## config.mk

```make
export PLATFORM = sky130hd
export DESIGN_NAME = collision_event_handler
export DESIGN_NICKNAME = d
export VERILOG_FILES = /design/src/rtl/collision_event_handler.sv
export SDC_FILE = /design/constraint.sdc
export NUM_CORES = 1
export LEC_CHECK = 0
export BUFFER_PORTS_ARGS = -buffer_cell sky130_fd_sc_hd__buf_4
export CAP_MARGIN = 20
export CORE_ASPECT_RATIO = 1.75
export CORE_MARGIN = 1.5
export CORE_UTILIZATION = 60
export CTS_BUF_LIST = sky130_fd_sc_hd__clkbuf_16
export DETAILED_ROUTE_END_ITERATION = 8
export HOLD_SLACK_MARGIN = 0.1
export PLACE_DENSITY = 0.88
export SYNTH_ARGS = -nofsm -noshare
export SYNTH_HDL_FRONTEND = slang
export SYNTH_SLANG_ARGS = --single-unit
export TNS_END_PERCENT = 5
```

## constraint.sdc

```tcl
create_clock -name clk -period 5.4 [get_ports clk]
set_input_delay 0.27 -clock clk [delete_from_list [all_inputs] [get_ports clk]]
set_output_delay 0.27 -clock clk [all_outputs]
set_load 0.02 [all_outputs]
```

## src/rtl/collision_event_handler.sv

```systemverilog
// Collision event handler: turns per-frame collision signals into shot kills,
// enemy-hit pulses, saturating score, lives bookkeeping and the game FSM.
module collision_event_handler #(
  parameter int LIVES_INIT   = 3,
  parameter int GHOST_FRAMES = 60,
  parameter int ENEMY_POINTS = 10,
  parameter int HD_POINTS    = 5,
  parameter int SCORE_MAX    = 999
) (
  input  logic       clk,
  input  logic       resetN,
  input  logic       startOfFrame,
  input  logic       startGame,
  input  logic [2:0] ShotEnemyCollision,
  input  logic [2:0] ShotBoxCollision,
  input  logic       ShotHeadsDownCollision,
  input  logic       TowerEnemyHUCollision,
  input  logic       towerPlayerCollision,
  output logic [2:0] shotKill,
  output logic       enemyHit,
  output logic [9:0] score,
  output logic [1:0] lives,
  output logic       ghostMode,
  output logic [1:0] gameState
);

  typedef enum logic [1:0] {
    S_IDLE      = 2'd0,
    S_PLAY      = 2'd1,
    S_GHOST     = 2'd2,
    S_GAME_OVER = 2'd3
  } state_t;

  state_t     state;
  logic [7:0] ghost_cnt;

  logic [2:0] shot_seen;
  logic [2:0] hit_shots;
  logic       hd_seen;
  logic       player_dmg;
  logic       enemy_hit_seen;

  logic [2:0]  shot_coll;
  logic        any_enemy_hit;
  logic        dmg_now;
  logic [2:0]  shot_seen_base;
  logic        enemy_hit_base;
  logic [11:0] frame_points;
  logic [9:0]  score_next;

  function automatic logic [1:0] popcount3(input logic [2:0] v);
    return 2'(v[0]) + 2'(v[1]) + 2'(v[2]);
  endfunction

  // 12-bit sum clamped to SCORE_MAX
  function automatic logic [9:0] sat_add(input logic [9:0] s, input logic [11:0] a);
    logic [11:0] sum;
    sum = {2'b00, s} + a;
    return (sum > 12'(SCORE_MAX)) ? 10'(SCORE_MAX) : sum[9:0];
  endfunction

  assign shot_coll      = ShotEnemyCollision | ShotBoxCollision;
  assign any_enemy_hit  = (|ShotEnemyCollision) | ShotHeadsDownCollision;
  assign dmg_now        = towerPlayerCollision | TowerEnemyHUCollision;
  // On a frame-start clk the latches behave as already cleared (new frame)
  assign shot_seen_base = startOfFrame ? 3'b000 : shot_seen;
  assign enemy_hit_base = startOfFrame ? 1'b0 : enemy_hit_seen;
  assign frame_points   = 12'(popcount3(hit_shots)) * 12'(ENEMY_POINTS)
                        + (hd_seen ? 12'(HD_POINTS) : 12'd0);
  assign score_next     = sat_add(score, frame_points);
  assign gameState      = state;

  // Frame latches and once-per-frame pulses
  always_ff @(posedge clk or negedge resetN) begin
    if (!resetN) begin
      shot_seen      <= 3'b000;
      hit_shots      <= 3'b000;
      hd_seen        <= 1'b0;
      player_dmg     <= 1'b0;
      enemy_hit_seen <= 1'b0;
      shotKill       <= 3'b000;
      enemyHit       <= 1'b0;
    end else begin
      shotKill       <= shot_coll & ~shot_seen_base;
      shot_seen      <= shot_seen_base | shot_coll;
      enemyHit       <= any_enemy_hit & ~enemy_hit_base;
      enemy_hit_seen <= enemy_hit_base | any_enemy_hit;
      hit_shots      <= (startOfFrame ? 3'b000 : hit_shots) | ShotEnemyCollision;
      hd_seen        <= (startOfFrame ? 1'b0 : hd_seen) | ShotHeadsDownCollision;
      player_dmg     <= (startOfFrame ? 1'b0 : player_dmg) | (dmg_now & (state == S_PLAY));
    end
  end

  // Game FSM with frame evaluation on the startOfFrame clk
  always_ff @(posedge clk or negedge resetN) begin
    if (!resetN) begin
      state     <= S_IDLE;
      score     <= 10'd0;
      lives     <= 2'd0;
      ghost_cnt <= 8'd0;
      ghostMode <= 1'b0;
    end else begin
      case (state)
        S_IDLE, S_GAME_OVER: begin
          if (startGame) begin
            state     <= S_PLAY;
            score     <= 10'd0;
            lives     <= 2'(LIVES_INIT);
            ghostMode <= 1'b0;
          end
        end
        S_PLAY: begin
          if (startOfFrame) begin
            score <= score_next;
            if (player_dmg) begin
              if (lives == 2'd1) begin
                lives <= 2'd0;
                state <= S_GAME_OVER;
              end else begin
                lives     <= lives - 2'd1;
                ghost_cnt <= 8'(GHOST_FRAMES);
                state     <= S_GHOST;
                ghostMode <= 1'b1;
              end
            end
          end
        end
        S_GHOST: begin
          if (startOfFrame) begin
            score     <= score_next;
            ghost_cnt <= ghost_cnt - 8'd1;
            if (ghost_cnt == 8'd1) begin
              state     <= S_PLAY;
              ghostMode <= 1'b0;
            end
          end
        end
        default: state <= S_IDLE;
      endcase
    end
  end

endmodule

```

# After elaboration in Yosys (flattened, before gate mapping)
# Cells that the tools add are included.
# W data, S select, Z words.
# word_totals
reg_bits,36
input_bits,13
output_inout_bits,19
word_cells,90
# op_classes
muxes,34
bitwise,13
add_sub_neg,6
reduce_logical,11
eq_ne,12
magnitude_cmp,1
multipliers,1
# ops
cell,n
$mux W8,4
$mux W10,3
$pmux W10 S2,1
$mux W2,9
$pmux W8 S2,1
$ne A2 B2 Y1 const B,6
$add A10 B7 Y11,1
$gt A11 B10 Y1 const B,1
$mux W1,10
$reduce_and A5 Y1,2
$mux W3,3
$or A3 B3 Y3,3
$eq A8 B1 Y1 const B,1
$sub A8 B1 Y8 const B,1
$add A6 B3 Y7,1
$pmux W2 S3,1
$reduce_and A6 Y1,1
$mul A2 B3 Y5 const B,1
$or A1 B1 Y1,5
$eq A2 B1 Y1 const B,2
$eq A2 B2 Y1 const B,2
$pmux W2 S2,1
$reduce_and A4 Y1,1
$reduce_bool A2 Y1,2
13 further kinds,15

# Longest topological paths before layout
# depth
depth_word,9
mapped_depth,11
ltp_nobuf,11

# Least setup slack after synthesis
# No wires, ideal clock.
# synth_path
path_kind,register to register
startpoint,reg hit_shots[0]
endpoint,reg score[3]
period_less_slack_ps,3100
n_path_buf,0
slack_ps,2300
t_required_ps,5278
arrival_ps,2978
setup_ps,122
stages_incl_launch_ff,11
path_cell_list,dfrtp_1 fa_1 inv_1 fa_1 fa_1 nand2b_1 a21oi_2 xor2_1 nor2_1 o31a_2 a32o_1
# synth_via
elab_chain_cells,9
# synth_lines
item,line_no,rtl
start: declaration,38,logic [2:0] hit_shots;
start signal: assignment,88,hit_shots <= (startOfFrame ? 3'b000 : hit_shots) | ShotEnemyCollision;
$add A1 B1 Y2 (*),52,return 2'(v[0]) + 2'(v[1]) + 2'(v[2]);
$add A2 B1 Y2 (*),52,
$mul A2 B3 Y5 (*),68,assign frame_points = 12'(popcount3(hit_shots)) * 12'(ENEMY_POINTS)
$add A6 B3 Y7 (*),69,+ (hd_seen ? 12'(HD_POINTS) : 12'd0);
$add A10 B7 Y11 (*),58,"sum = {2'b00, s} + a;"
$gt A11 B10 Y1,59,return (sum > 12'(SCORE_MAX)) ? 10'(SCORE_MAX) : sum[9:0];
$mux W10 (*),59,
$mux W10 (*),"113, 129",
$pmux W10 S2 (*),103,case (state)
end signal: assignment,114,score <= score_next;
end signal: assignment,130,score <= score_next;
end: declaration,21,"output logic [9:0] score,"
# Mark *: on every way between the ends. The rest lies on a longest branch, timed or not. The select of a mux whose other input is x is not followed.
# A chain may end at the register's enable or synchronous reset.

# Worst setup path in the final report
# Ends and elaborated chain as after synthesis.

==> impl_table.tex <==
\begin{tabular}{lr}
\hline
Metric & Value \\
\hline
\multicolumn{2}{l}{\textbf{Outcome}} \\
\quad Run status & finished, final reports clean \\
\multicolumn{2}{l}{\textbf{Power}} \\
\quad Pwr Density & 603 nW/um2 \\
\quad Overall power consumption & 1.47 mW \\
\quad Worst IR drop on VDD & 0.616 mV \\
\quad Leakage & 1.15 nW \\
\multicolumn{2}{l}{\textbf{Critical path}} \\
\quad Reg2Reg Depth & 10 \\
\quad Crit path kind & register to register \\
\quad Required time worst endpoint & 5570 ps \\
\quad Capture point of the worst reg-to-reg path & score[3] \\
\quad Delay contributed by the slowest stage of the critical path & 470 ps \\
\quad Worst Path Max Fanout & 5 \\
\quad Category of the worst setup path launch point & register \\
\quad Top cell family by delay on the critical path & adder cells \\
\quad Startpoint of the worst-slack reg-to-reg timing path & hit\_shots[0] \\
\quad Worst path bufs/invs & 1 \\
\quad Master of the slowest instance on the critical path & fa\_1 \\
\quad Critical path cell sequence & fa\_1 -> inv\_1 -> fa\_1 -> fa\_1 -> nand2b\_1 -> a21oi\_2 -> xor2\_1 -> nor2\_1 -> o31a\_2 -> a32o\_1 \\
\quad CP arrival & 3470 ps \\
\quad Element type at the critical path end & register \\
\quad Register-to-Register Setup Slack & 2100 ps \\
\quad Most repeated library cell on the critical path & fa\_1 \\
\multicolumn{2}{l}{\textbf{Detailed routing}} \\
\quad Initial DRC count & 41 \\
\quad Routed WL per cell & 15.1 um \\
\quad Drt first pass iters & 4 \\
\quad DRC & 0 \\
\quad Routed via count divided by cell count & 5.84 \\
\quad Via count & 1689 \\
\quad Post-Route WL & 4.36 mm \\
\quad DRT antenna net count & 0 \\
\multicolumn{2}{l}{\textbf{Die}} \\
\quad Die Footprint & 3750 um2 \\
\quad Die Span Y & 79.9 um \\
\quad Die width & 46.9 um \\
\quad Site row count & 27 \\
\quad Area of the core & 3180 um2 \\
\quad Num ports & 32 \\
\quad Starting density of the core & 0.638 \\
\multicolumn{2}{l}{\textbf{CTS}} \\
\quad Clock insertion delay at the later pin of the skew report & 280 ps \\
\quad H-tree lvl count & 2 \\
\quad Max Buffers Root-to-Sink & 2 \\
\quad \# Post-CTS Setup Buffers & 0 \\
\quad Count of cells resized by post-cts repair & 0 \\
\quad Clock edge transition at the registers on the reported setup and hold paths & 50 ps \\
\quad TritonCTS clock tree & yes \\
\quad CTS sink count & 36 \\
\quad Clock root buffer & clkbuf\_16 \\
\quad CTS buffer count & 5 \\
\multicolumn{2}{l}{\textbf{Global route}} \\
\quad Global-route wire length before repair & 7.16 mm \\
\quad Number of global-route vias before repair & 1634 \\
\quad Largest net degree at the start of global routing & 37 \\
\quad Global Route Usage Sum & 0.271 \\
\quad Number of antenna violations at the first check in global routing & 0 \\
\quad Grt total ovfl & 0 \\
\multicolumn{2}{l}{\textbf{Timing}} \\
\quad Share of the clock period used by the worst path & 0.611 \\
\quad Min setup slack post-route & 2100 ps \\
\quad Worst slew margin relative to its limit & 0.486 \\
\quad Number of max-slew violations in the final report & 0 \\
\quad Post-layout minimum cycle time & 3300 ps \\
\quad Highest clock rate & 303 MHz \\
\quad Setup\_tns & 0 ps \\
\quad Clock skew & 2.86 ps \\
\quad Measured slew at the worst slew-check pin & 768 ps \\
\quad Number of hold violations in the final report & 0 \\
\quad RSZ-0062 raised after global routing & false \\
\quad Final setup violation count & 0 \\
\multicolumn{2}{l}{\textbf{Min path}} \\
\quad Worst hold stages & 2 \\
\quad Class of the tightest hold or removal check & primary input to register \\
\quad Worst min-delay path endpoint & hd\_seen \\
\quad Worst hold start & ShotHeadsDownCollision \\
\multicolumn{2}{l}{\textbf{Logic synthesis}} \\
\quad Leading cell type by number of instances after synthesis & dfrtp\_1 \\
\quad Number of synthesized register bits & 36 \\
\quad Number of flops mapped to enable cells by yosys & 0 \\
\quad Distinct cells, synth & 45 \\
\quad Top cells by count, synth & 36 x dfrtp\_1, 22 x inv\_1, 21 x a21oi\_1 \\
\quad Seq/Total Area, Yosys & 0.445 \\
\quad Area of the mapped netlist & 2030 um2 \\
\quad Yosys Warn Count & 0 \\
\quad Proportion of register bits with asynchronous set or reset after synthesis & 1.00 \\
\quad Number of nets in the synthesized netlist & 242 \\
\quad Synth Area per Inst & 9.56 um2 \\
\quad Top cell type's share of synthesized area & 0.445 \\
\quad Prevailing post-synth register cell & dfrtp\_1 \\
\quad Gate Count Post-Synth & 212 \\
\quad Top area cells in the synthesized netlist & dfrtp\_1 44\%, ha\_1 8.6\%, a21oi\_1 5.2\% \\
\quad Area leader, netlist & dfrtp\_1 \\
\multicolumn{2}{l}{\textbf{Cells and area}} \\
\quad Antenna cells & 0 \\
\quad Register Area & 901 um2 \\
\quad Proportion of layout cells with a drive suffix above 1 & 0.187 \\
\quad Number of fill cells in the layout & 245 \\
\quad Multi-input gate area in the final layout & 1010 um2 \\
\quad Syn-to-layout area delta & 20.3\% \\
\quad Nets & 275 \\
\multicolumn{2}{l}{\textbf{Placed design}} \\
\quad Placement Setup Slack & 2100 ps \\
\quad Placer's final routability congestion estimate & 0.830 \\
\quad Sum of net half-perimeters after detailed placement & 3.29 mm \\
\quad Count of input and output buffers & 31 \\
\multicolumn{2}{l}{\textbf{Run}} \\
\quad Max-cap violations & 0 \\
\hline
\end{tabular}
[report_power, final]
group / internal [mW] / switching [mW]
clock network: 0.167 / 0.107
registers: 0.339 / 0.0702
logic: 0.328 / 0.458
total: 0.835 / 0.635
[layout make-up]
cell class,count,area share
multi-input cells,147,0.416
clock buffers,5,0.0514
flip-flops and latches,36,0.370
inverters,23,0.0354
well taps,43,0.0221
repair buffers,32,0.0996
clock inverters,3,0.00565
[state kept, by name, indices dropped and copies added, names as in the netlist]
signal / cells
ghost_cnt: 8
gameState: 2
enemy_hit_seen: 1
shot_seen: 3
ghostMode: 1
enemyHit: 1
player_dmg: 1
hd_seen: 1
lives: 2
score: 10
hit_shots: 3
shotKill: 3
[placed cells by master, fill, tap and decap left out, types with 5 or more instances in the layout]
| cell type | Yosys | routed |
|---|---|---|
| a21oi_1 | 21 | 21 |
| nor2_1 | 20 | 20 |
| clkbuf_16 | 0 | 5 |
| a21o_1 | 6 | 6 |
| dfrtp_1 | 36 | 36 |
| ha_1 | 14 | 14 |
| a31oi_1 | 5 | 5 |
| nor3_1 | 7 | 7 |
| buf_4 | 0 | 31 |
| o21ai_0 | 14 | 14 |
| nand2_1 | 11 | 11 |
| inv_1 | 22 | 22 |
[layer usage]
| metal | vias up | track usage | part of all wire |
|---|---|---|---|
| met2 | 36 | 0.468 | 0.58 |
| met5 | - | 0 | 0 |
| met4 | 0 | 0.139 | 0.028 |
| met3 | 12 | 0.0543 | 0.026 |
| met1 | 826 | 0.292 | 0.37 |
| li1 | 815 | - | - |
[worst max-delay path by stage]
stage / start / slack [ps] / cells past startpoint / end
2_1_floorplan: hit_shots[0] / 2300 / 10 / score[3]
3_3_place_gp: hit_shots[0] / 2190 / 10 / score[3]
3_5_place_dp: hit_shots[0] / 2100 / 10 / score[3]
4_1_cts: hit_shots[0] / 2090 / 10 / score[3]
5_1_grt: hit_shots[0] / 1940 / 10 / score[4]
6_report: hit_shots[0] / 2100 / 10 / score[3]
[worst register-to-register path: stages (launching register included)]
cell,delay (ps)
dfrtp_1,410
fa_1,470
inv_1,90
fa_1,450
fa_1,470
nand2b_1,170
a21oi_2,160
xor2_1,250
nor2_1,70
o31a_2,390
a32o_1,270
[metrics by stage]
stage	cell area [um2]	instances	util	hold WS [ps]
after floorplan	2030	212	-	-25.6
after global placement	2290	280	0.720	241
after CTS	2440	289	0.767	175
after detailed placement	2290	280	0.720	244
after global routing	2440	289	0.767	189
final	2440	289	0.767	178
[kinds of logic (layout without fill, tap and decap cells)]
| logic type | Yosys count | count (layout) | share of synthesized area |
|---|---|---|---|
| compound gates | 64 | 64 | 0.201 |
| buf+inv | 29 | 63 | 0.0550 |
| flops | 36 | 36 | 0.445 |
| simple gates | 60 | 60 | 0.154 |
| mux | 3 | 3 | 0.0161 |
| xor+xnor | 3 | 3 | 0.0130 |
| fa+ha+maj | 17 | 17 | 0.116 |
[timing repair]
item,4_1_cts,5_1_grt
setup endpoints to repair,0,0
endpoints found under the hold margin,36,0
hold buffers,1,0
(Power assumes the default switching activity.)
